===== src/rtl/regfile_seq.sv =====
// regfile_seq: micro-sequencer for an 8x4-bit register file with two
// combinational read ports (P/Q) and one synchronous write port.
// It accepts one register-to-register instruction per valid/ready handshake.
// Each instruction then runs READ -> EXEC -> WRITE. Retirement gives a
// one-cycle DONE pulse, and FLAG_C/FLAG_Z update after the write.
//
// Ports
//   CLK, CLRN                      clock, synchronous active-low reset
//   IN_VALID/IN_READY              instruction handshake
//   IN_OP/IN_DST/IN_SRCA/IN_SRCB   instruction fields (opcode, registers)
//   IN_IMM                         immediate for LDI
//   RP/RQ, DATAP/DATAQ             register file read ports
//   WA/WR/LD_DATA                  register file write port
//   DONE, FLAG_C, FLAG_Z           retirement pulse and status flags
//
// state   | meaning
// --------+-----------------------------------------------------------
// S_IDLE  | ready; latch the instruction on IN_VALID
// S_READ  | RP/RQ present sources; capture DATAP/DATAQ into opA/opB
// S_EXEC  | compute result and pending flags into registers
// S_WRITE | drive write port, pulse DONE, commit flags at the edge

module regfile_seq #(
  parameter int WIDTH = 4,
  parameter int AW    = 3
) (
  input  logic             CLK,
  input  logic             CLRN,
  input  logic             IN_VALID,
  output logic             IN_READY,
  input  logic [2:0]       IN_OP,
  input  logic [AW-1:0]    IN_DST,
  input  logic [AW-1:0]    IN_SRCA,
  input  logic [AW-1:0]    IN_SRCB,
  input  logic [WIDTH-1:0] IN_IMM,
  output logic [AW-1:0]    RP,
  output logic [AW-1:0]    RQ,
  input  logic [WIDTH-1:0] DATAP,
  input  logic [WIDTH-1:0] DATAQ,
  output logic [AW-1:0]    WA,
  output logic             WR,
  output logic [WIDTH-1:0] LD_DATA,
  output logic             DONE,
  output logic             FLAG_C,
  output logic             FLAG_Z
);

  localparam logic [2:0] OP_NOP = 3'b000;
  localparam logic [2:0] OP_MOV = 3'b001;
  localparam logic [2:0] OP_ADD = 3'b010;
  localparam logic [2:0] OP_SUB = 3'b011;
  localparam logic [2:0] OP_AND = 3'b100;
  localparam logic [2:0] OP_OR  = 3'b101;
  localparam logic [2:0] OP_XOR = 3'b110;
  localparam logic [2:0] OP_LDI = 3'b111;

  typedef enum logic [1:0] {S_IDLE, S_READ, S_EXEC, S_WRITE} state_t;

  state_t           state_q, state_d;
  logic [2:0]       op_q, op_d;
  logic [AW-1:0]    dst_q, dst_d;
  logic [AW-1:0]    srca_q, srca_d;
  logic [AW-1:0]    srcb_q, srcb_d;
  logic [WIDTH-1:0] imm_q, imm_d;
  logic [WIDTH-1:0] opa_q, opa_d;
  logic [WIDTH-1:0] opb_q, opb_d;
  logic [WIDTH-1:0] res_q, res_d;
  logic             pend_c_q, pend_c_d;
  logic             pend_z_q, pend_z_d;
  logic             flag_c_q, flag_c_d;
  logic             flag_z_q, flag_z_d;
  logic [WIDTH:0]   wide;

  // State register plus all datapath flops.
  always_ff @(posedge CLK) begin
    if (!CLRN) begin
      state_q  <= S_IDLE;
      op_q     <= '0;
      dst_q    <= '0;
      srca_q   <= '0;
      srcb_q   <= '0;
      imm_q    <= '0;
      opa_q    <= '0;
      opb_q    <= '0;
      res_q    <= '0;
      pend_c_q <= 1'b0;
      pend_z_q <= 1'b0;
      flag_c_q <= 1'b0;
      flag_z_q <= 1'b0;
    end else begin
      state_q  <= state_d;
      op_q     <= op_d;
      dst_q    <= dst_d;
      srca_q   <= srca_d;
      srcb_q   <= srcb_d;
      imm_q    <= imm_d;
      opa_q    <= opa_d;
      opb_q    <= opb_d;
      res_q    <= res_d;
      pend_c_q <= pend_c_d;
      pend_z_q <= pend_z_d;
      flag_c_q <= flag_c_d;
      flag_z_q <= flag_z_d;
    end
  end

  // Next-state logic.
  always_comb begin
    state_d = state_q;
    unique case (state_q)
      S_IDLE:  if (IN_VALID) state_d = S_READ;
      S_READ:  state_d = S_EXEC;
      S_EXEC:  state_d = S_WRITE;
      S_WRITE: state_d = S_IDLE;
      default: state_d = S_IDLE;
    endcase
  end

  // Datapath next values.
  always_comb begin
    op_d     = op_q;
    dst_d    = dst_q;
    srca_d   = srca_q;
    srcb_d   = srcb_q;
    imm_d    = imm_q;
    opa_d    = opa_q;
    opb_d    = opb_q;
    res_d    = res_q;
    pend_c_d = pend_c_q;
    pend_z_d = pend_z_q;
    flag_c_d = flag_c_q;
    flag_z_d = flag_z_q;
    wide     = '0;
    unique case (state_q)
      S_IDLE: begin
        if (IN_VALID) begin
          op_d   = IN_OP;
          dst_d  = IN_DST;
          srca_d = IN_SRCA;
          srcb_d = IN_SRCB;
          imm_d  = IN_IMM;
        end
      end
      S_READ: begin
        opa_d = DATAP;
        opb_d = DATAQ;
      end
      S_EXEC: begin
        pend_c_d = 1'b0;
        unique case (op_q)
          OP_MOV: res_d = opa_q;
          OP_ADD: begin
            wide     = {1'b0, opa_q} + {1'b0, opb_q};
            res_d    = wide[WIDTH-1:0];
            pend_c_d = wide[WIDTH];
          end
          OP_SUB: begin
            // The top bit of the widened difference is the borrow.
            // Carry means "no borrow", i.e. A >= B.
            wide     = {1'b0, opa_q} - {1'b0, opb_q};
            res_d    = wide[WIDTH-1:0];
            pend_c_d = ~wide[WIDTH];
          end
          OP_AND:  res_d = opa_q & opb_q;
          OP_OR:   res_d = opa_q | opb_q;
          OP_XOR:  res_d = opa_q ^ opb_q;
          OP_LDI:  res_d = imm_q;
          default: res_d = res_q;
        endcase
        pend_z_d = (res_d == '0);
      end
      S_WRITE: begin
        if (op_q != OP_NOP) begin
          flag_c_d = pend_c_q;
          flag_z_d = pend_z_q;
        end
      end
      default: ;
    endcase
  end

  // Outputs are decoded from the state or taken straight from flops.
  // RP/RQ/WA follow the latched fields. Those fields only change on
  // accept, so the addresses hold their last values outside READ/WRITE.
  always_comb begin
    IN_READY = (state_q == S_IDLE);
    DONE     = (state_q == S_WRITE);
    WR       = (state_q == S_WRITE) && (op_q != OP_NOP);
    RP       = srca_q;
    RQ       = srcb_q;
    WA       = dst_q;
    LD_DATA  = res_q;
    FLAG_C   = flag_c_q;
    FLAG_Z   = flag_z_q;
  end

endmodule


===== config.mk =====
export PLATFORM = sky130hd
export DESIGN_NAME = regfile_seq
export DESIGN_NICKNAME = d
export VERILOG_FILES = /design/src/rtl/regfile_seq.sv
export SDC_FILE = /design/constraint.sdc
export NUM_CORES = 1
export LEC_CHECK = 0
export ABC_AREA = 1
export BUFFER_PORTS_ARGS = -buffer_cell sky130_fd_sc_hd__clkbuf_2
export CAP_MARGIN = 20
export CORE_MARGIN = 5
export CORE_UTILIZATION = 35
export DETAILED_ROUTE_END_ITERATION = 10
export PLACE_DENSITY = 0.55
export REMOVE_ABC_BUFFERS = 1
export SYNTH_ARGS = -nofsm -noshare
export SYNTH_HDL_FRONTEND = slang
export SYNTH_SLANG_ARGS = --single-unit

===== constraint.sdc =====
create_clock -name CLK -period 2 [get_ports CLK]
set_clock_uncertainty 0.1 [all_clocks]
set_input_delay 0.1 -clock CLK [delete_from_list [all_inputs] [get_ports CLK]]
set_output_delay 0.1 -clock CLK [all_outputs]
set_load 0.02 [all_outputs]

==> results.tsv <==
stage	metric	value	unit
detailed_routing	initialDrtViolationCount	63	
clock_network	cts.htree.levels	2	
logic_synthesis	synth_top_area_share	35.9	%
timing	tightest_slew	516	ps
placed_design	post-place-ws	33.7	ps
placed_design	io_buffers	44	
grt	grtUsageTotal	14.5	%
pwr	leakage	1.21	nW
outcome	status	complete, no violations	
clock_network	numCtsBuffers	5	
logic_synthesis	syn-instance-count	266	
grt	grt_pass1_vias	1874	
worst_setup_path	critPathRequiredTime	2120	ps
worst_setup_path	r2r_cells	11	
timing	hold_violations	0	
timing	fin_ws	91.3	ps
worst_setup_path	r2r_slack	90	ps
placed_design	placedCellCount	376	
clock_network	cts.reportedPaths.clkPinSlew	70	ps
logic_synthesis	syn_area	1900	sq um
timing	slew_viol_final	0	
timing	fin_crit	1910	ps
pwr	p_sw	1.54	mW
logic_synthesis	synth.distinct_cells	27	
worst_setup_path	end_kind	flip-flop	
timing	clock.fmax	524	MHz
worst_setup_path	reg2reg_to	pend_z_q	
logic_synthesis	yosysTopAreaCell	dfxtp_1	
timing	rsz0062_at_grt	yes	
pwr	comb_power_share	51.6	%
worst_setup_path	worstSetupStartpointType	flip-flop	
pwr	pwr-share-clk	15.8	%
run	maxCapViolCount	0	
worst_setup_path	arrival	2030	ps
floorplanning	fp-row-count	26	
grt	antenna_found_initial	0	
timing	setup_violations	0	
worst_hold_path	hp-class	in2reg	
logic_synthesis	ys_async_sr_fraction	0	%
logic_synthesis	synth_flop_cell	dfxtp_1	
grt	grt_max_degree	23	
floorplanning	die_h	83.6	um
clock_network	cts_num_sinks	34	
floorplanning	die_area	7000	sq um
timing	slew_headroom	65.6	%
pwr	vdd_drop_max	0.546	mV
floorplanning	ios	45	
clock_network	cts-root-buf	clkbuf_8	
pwr	powerDensity	1320	nW/um^2
floorplanning	die_w	83.6	um
logic_synthesis	ys.warnings.count	0	
placed_design	dp_hpwl	3600	um
clock_network	cts_buffer_depth	2	
logic_synthesis	synth.yosys.seq_area_share	35.9	%
detailed_routing	dr_total_vias	1895	
pwr	swShare	45.5	%
clock_network	cts_tree	done	
worst_setup_path	crit_start	opa_q[0]	
pwr	p_int	1.84	mW
logic_synthesis	postSynthAreaPerCell	7.14	sq um
detailed_routing	ant_nets	0	
detailed_routing	vias_per_cell	4.63	
pwr	seqPwrFrac	32.6	%
grt	grt_overflow_total	0	
final_layout	final_cells	409	
timing	setup_tns	0	ps
placed_design	gp_congestion	0.853	
detailed_routing	drc	0	
final_layout	fill_cells	529	
detailed_routing	firstDrtPassIters	4	
final_layout	num_antenna_cells	0	
floorplanning	start_util	36.7	%
worst_setup_path	timing.critical_path.to	pend_z_q	
final_layout	fin_nets	383	
worst_setup_path	crit_fanout	3	
logic_synthesis	synth.area.top_cells	dfxtp_1 36%, ha_1 11%, o21ai_0 10%, nor2_1 9.3%, inv_1 6.1%	
detailed_routing	wl_per_cell	11.8	um
clock_network	clock_latency	290	ps
logic_synthesis	synth_edf_count	0	
logic_synthesis	yosys_register_bits	34	
timing	finalCritPeriodShare	95.4	%
floorplanning	core	5170	sq um
detailed_routing	routed_wl	4840	um
worst_setup_path	crit_type	reg2reg	
final_layout	area_growth	35.1	%
grt	grt_pass1_wl	8400	um
worst_setup_path	timing.rr.start	opa_q[0]	
final_layout	drive_above_1_share	23.3	%
## sequential cells by signal, summed over array words and instances (netlist names)
name	flops
imm_q	4
op_q	3
pend_z_q	1
opb_q	4
opa_q	4
FLAG_Z	1
LD_DATA	4
state_q	2
RQ	3
RP	3
FLAG_C	1
WA	3
pend_c_q	1
## layout make-up
type / instances / area, sq um / area share (%)
clock inverters: 2 / 12.5 / 0.488
repair buffers: 75 / 513 / 20.0
clock buffers: 6 / 82.6 / 3.22
inverters: 34 / 130 / 5.07
well taps: 70 / 87.6 / 3.41
flip-flops and latches: 34 / 683 / 26.6
multi-input cells: 188 / 1060 / 41.2
## worst min path at each step
stage                from    endpoint  slack, ps  cells past startpoint
2_1_floorplan        CLRN      FLAG_C        140                      2
3_3_place_gp   IN_SRCB[1]       RQ[1]        250                      3
3_5_place_dp    IN_DST[2]       WA[2]        260                      3
4_1_cts          IN_VALID  state_q[1]         20                      3
5_1_grt          IN_VALID  state_q[1]         40                      3
6_report         IN_VALID  state_q[1]         30                      3
## stage by stage
| stage | instance area [sq um] | utilization, % | power (mW) | hold slack, ps |
|---|---|---|---|---|
| floorplan | 1850 | - | 2.25 | 136 |
| global placement | 2200 | 42.5 | 2.75 | 253 |
| detailed placement | 2200 | 42.5 | 2.77 | 256 |
| CTS | 2540 | 49.0 | 3.35 | 24.5 |
| global route | 2560 | 49.6 | 3.74 | 42.0 |
| finish | 2560 | 49.6 | 3.38 | 32.3 |
## critical path: stages, from the launching register on
cell,delay [ps]
dfxtp_2,340
ha_2,200
inv_1,60
fa_2,510
inv_1,30
nand2_1,50
nand2_1,50
nor2_1,80
nand2_1,90
a21oi_2,130
nand3_1,80
a21oi_2,110
## Yosys cell counts, types with 2 or more instances
master and number:
a21oi_1 19, dfxtp_1 34, inv_1 31, inv_2 2
fa_1 2, nand4_1 11, nand2_1 26, ha_1 16
nor2_1 47, nand3_1 18, o21ai_0 39, clkbuf_1 6
## layout by cell type, fill, tap and decap left out
cell type and count:
o21ai_0 39, a221oi_1 1, ha_2 3, a21oi_2 2
nor3_1 1, dfxtp_2 2, ha_1 13, a21oi_1 18
nor2_1 46, inv_4 1, fa_2 2, dfxtp_1 32
inv_1 28, nand2_1 26, nand4_1 11, or2_1 1
nor2_2 2, clkbuf_2 44, dlygate4sd3_1 24, buf_4 7
nand3_1 18, a31oi_1 1, xnor2_1 1, inv_2 5
clkinv_2 1, or2_2 1, nand2_2 1, clkinvlp_4 1
clkbuf_8 6, nor2_4 1
## power groups by stage
stage | sequential (mW) | combinational (mW) | clock, mW
3_5_place_dp | 1.11 | 1.65 | 0
3_3_place_gp | 1.10 | 1.65 | 0
6_report | 1.10 | 1.74 | 0.533
4_1_cts | 1.10 | 1.69 | 0.559
2_1_floorplan | 1.21 | 1.04 | 0
5_1_grt | 1.14 | 2.02 | 0.586
## kinds of logic (layout without fill, tap and decap cells)
family          after synthesis  after routing  synth area share (%)
simple gates                108            108                  25.0
compound gates               61             61                  16.5
flops                        34             34                  35.9
xor+xnor                      1              1                 0.462
fa+ha+maj                    18             18                  12.7
buf+inv                      44            117                  9.49
## metal layers
layer,track usage [%],routed length (um),vias up
li1,-,-,1011
met1,18.0,2240,832
met2,24.5,2290,47
met3,3.85,247,5
met4,3.95,66,0
met5,0,0,-
## what timing repair did
action,4_1_cts,5_1_grt
gates resized for setup,0,12
setup buffers,0,1
endpoints found under the hold margin,24,0
setup endpoints to repair,0,3
hold buffers,24,0
(Power assumes the default switching activity.)
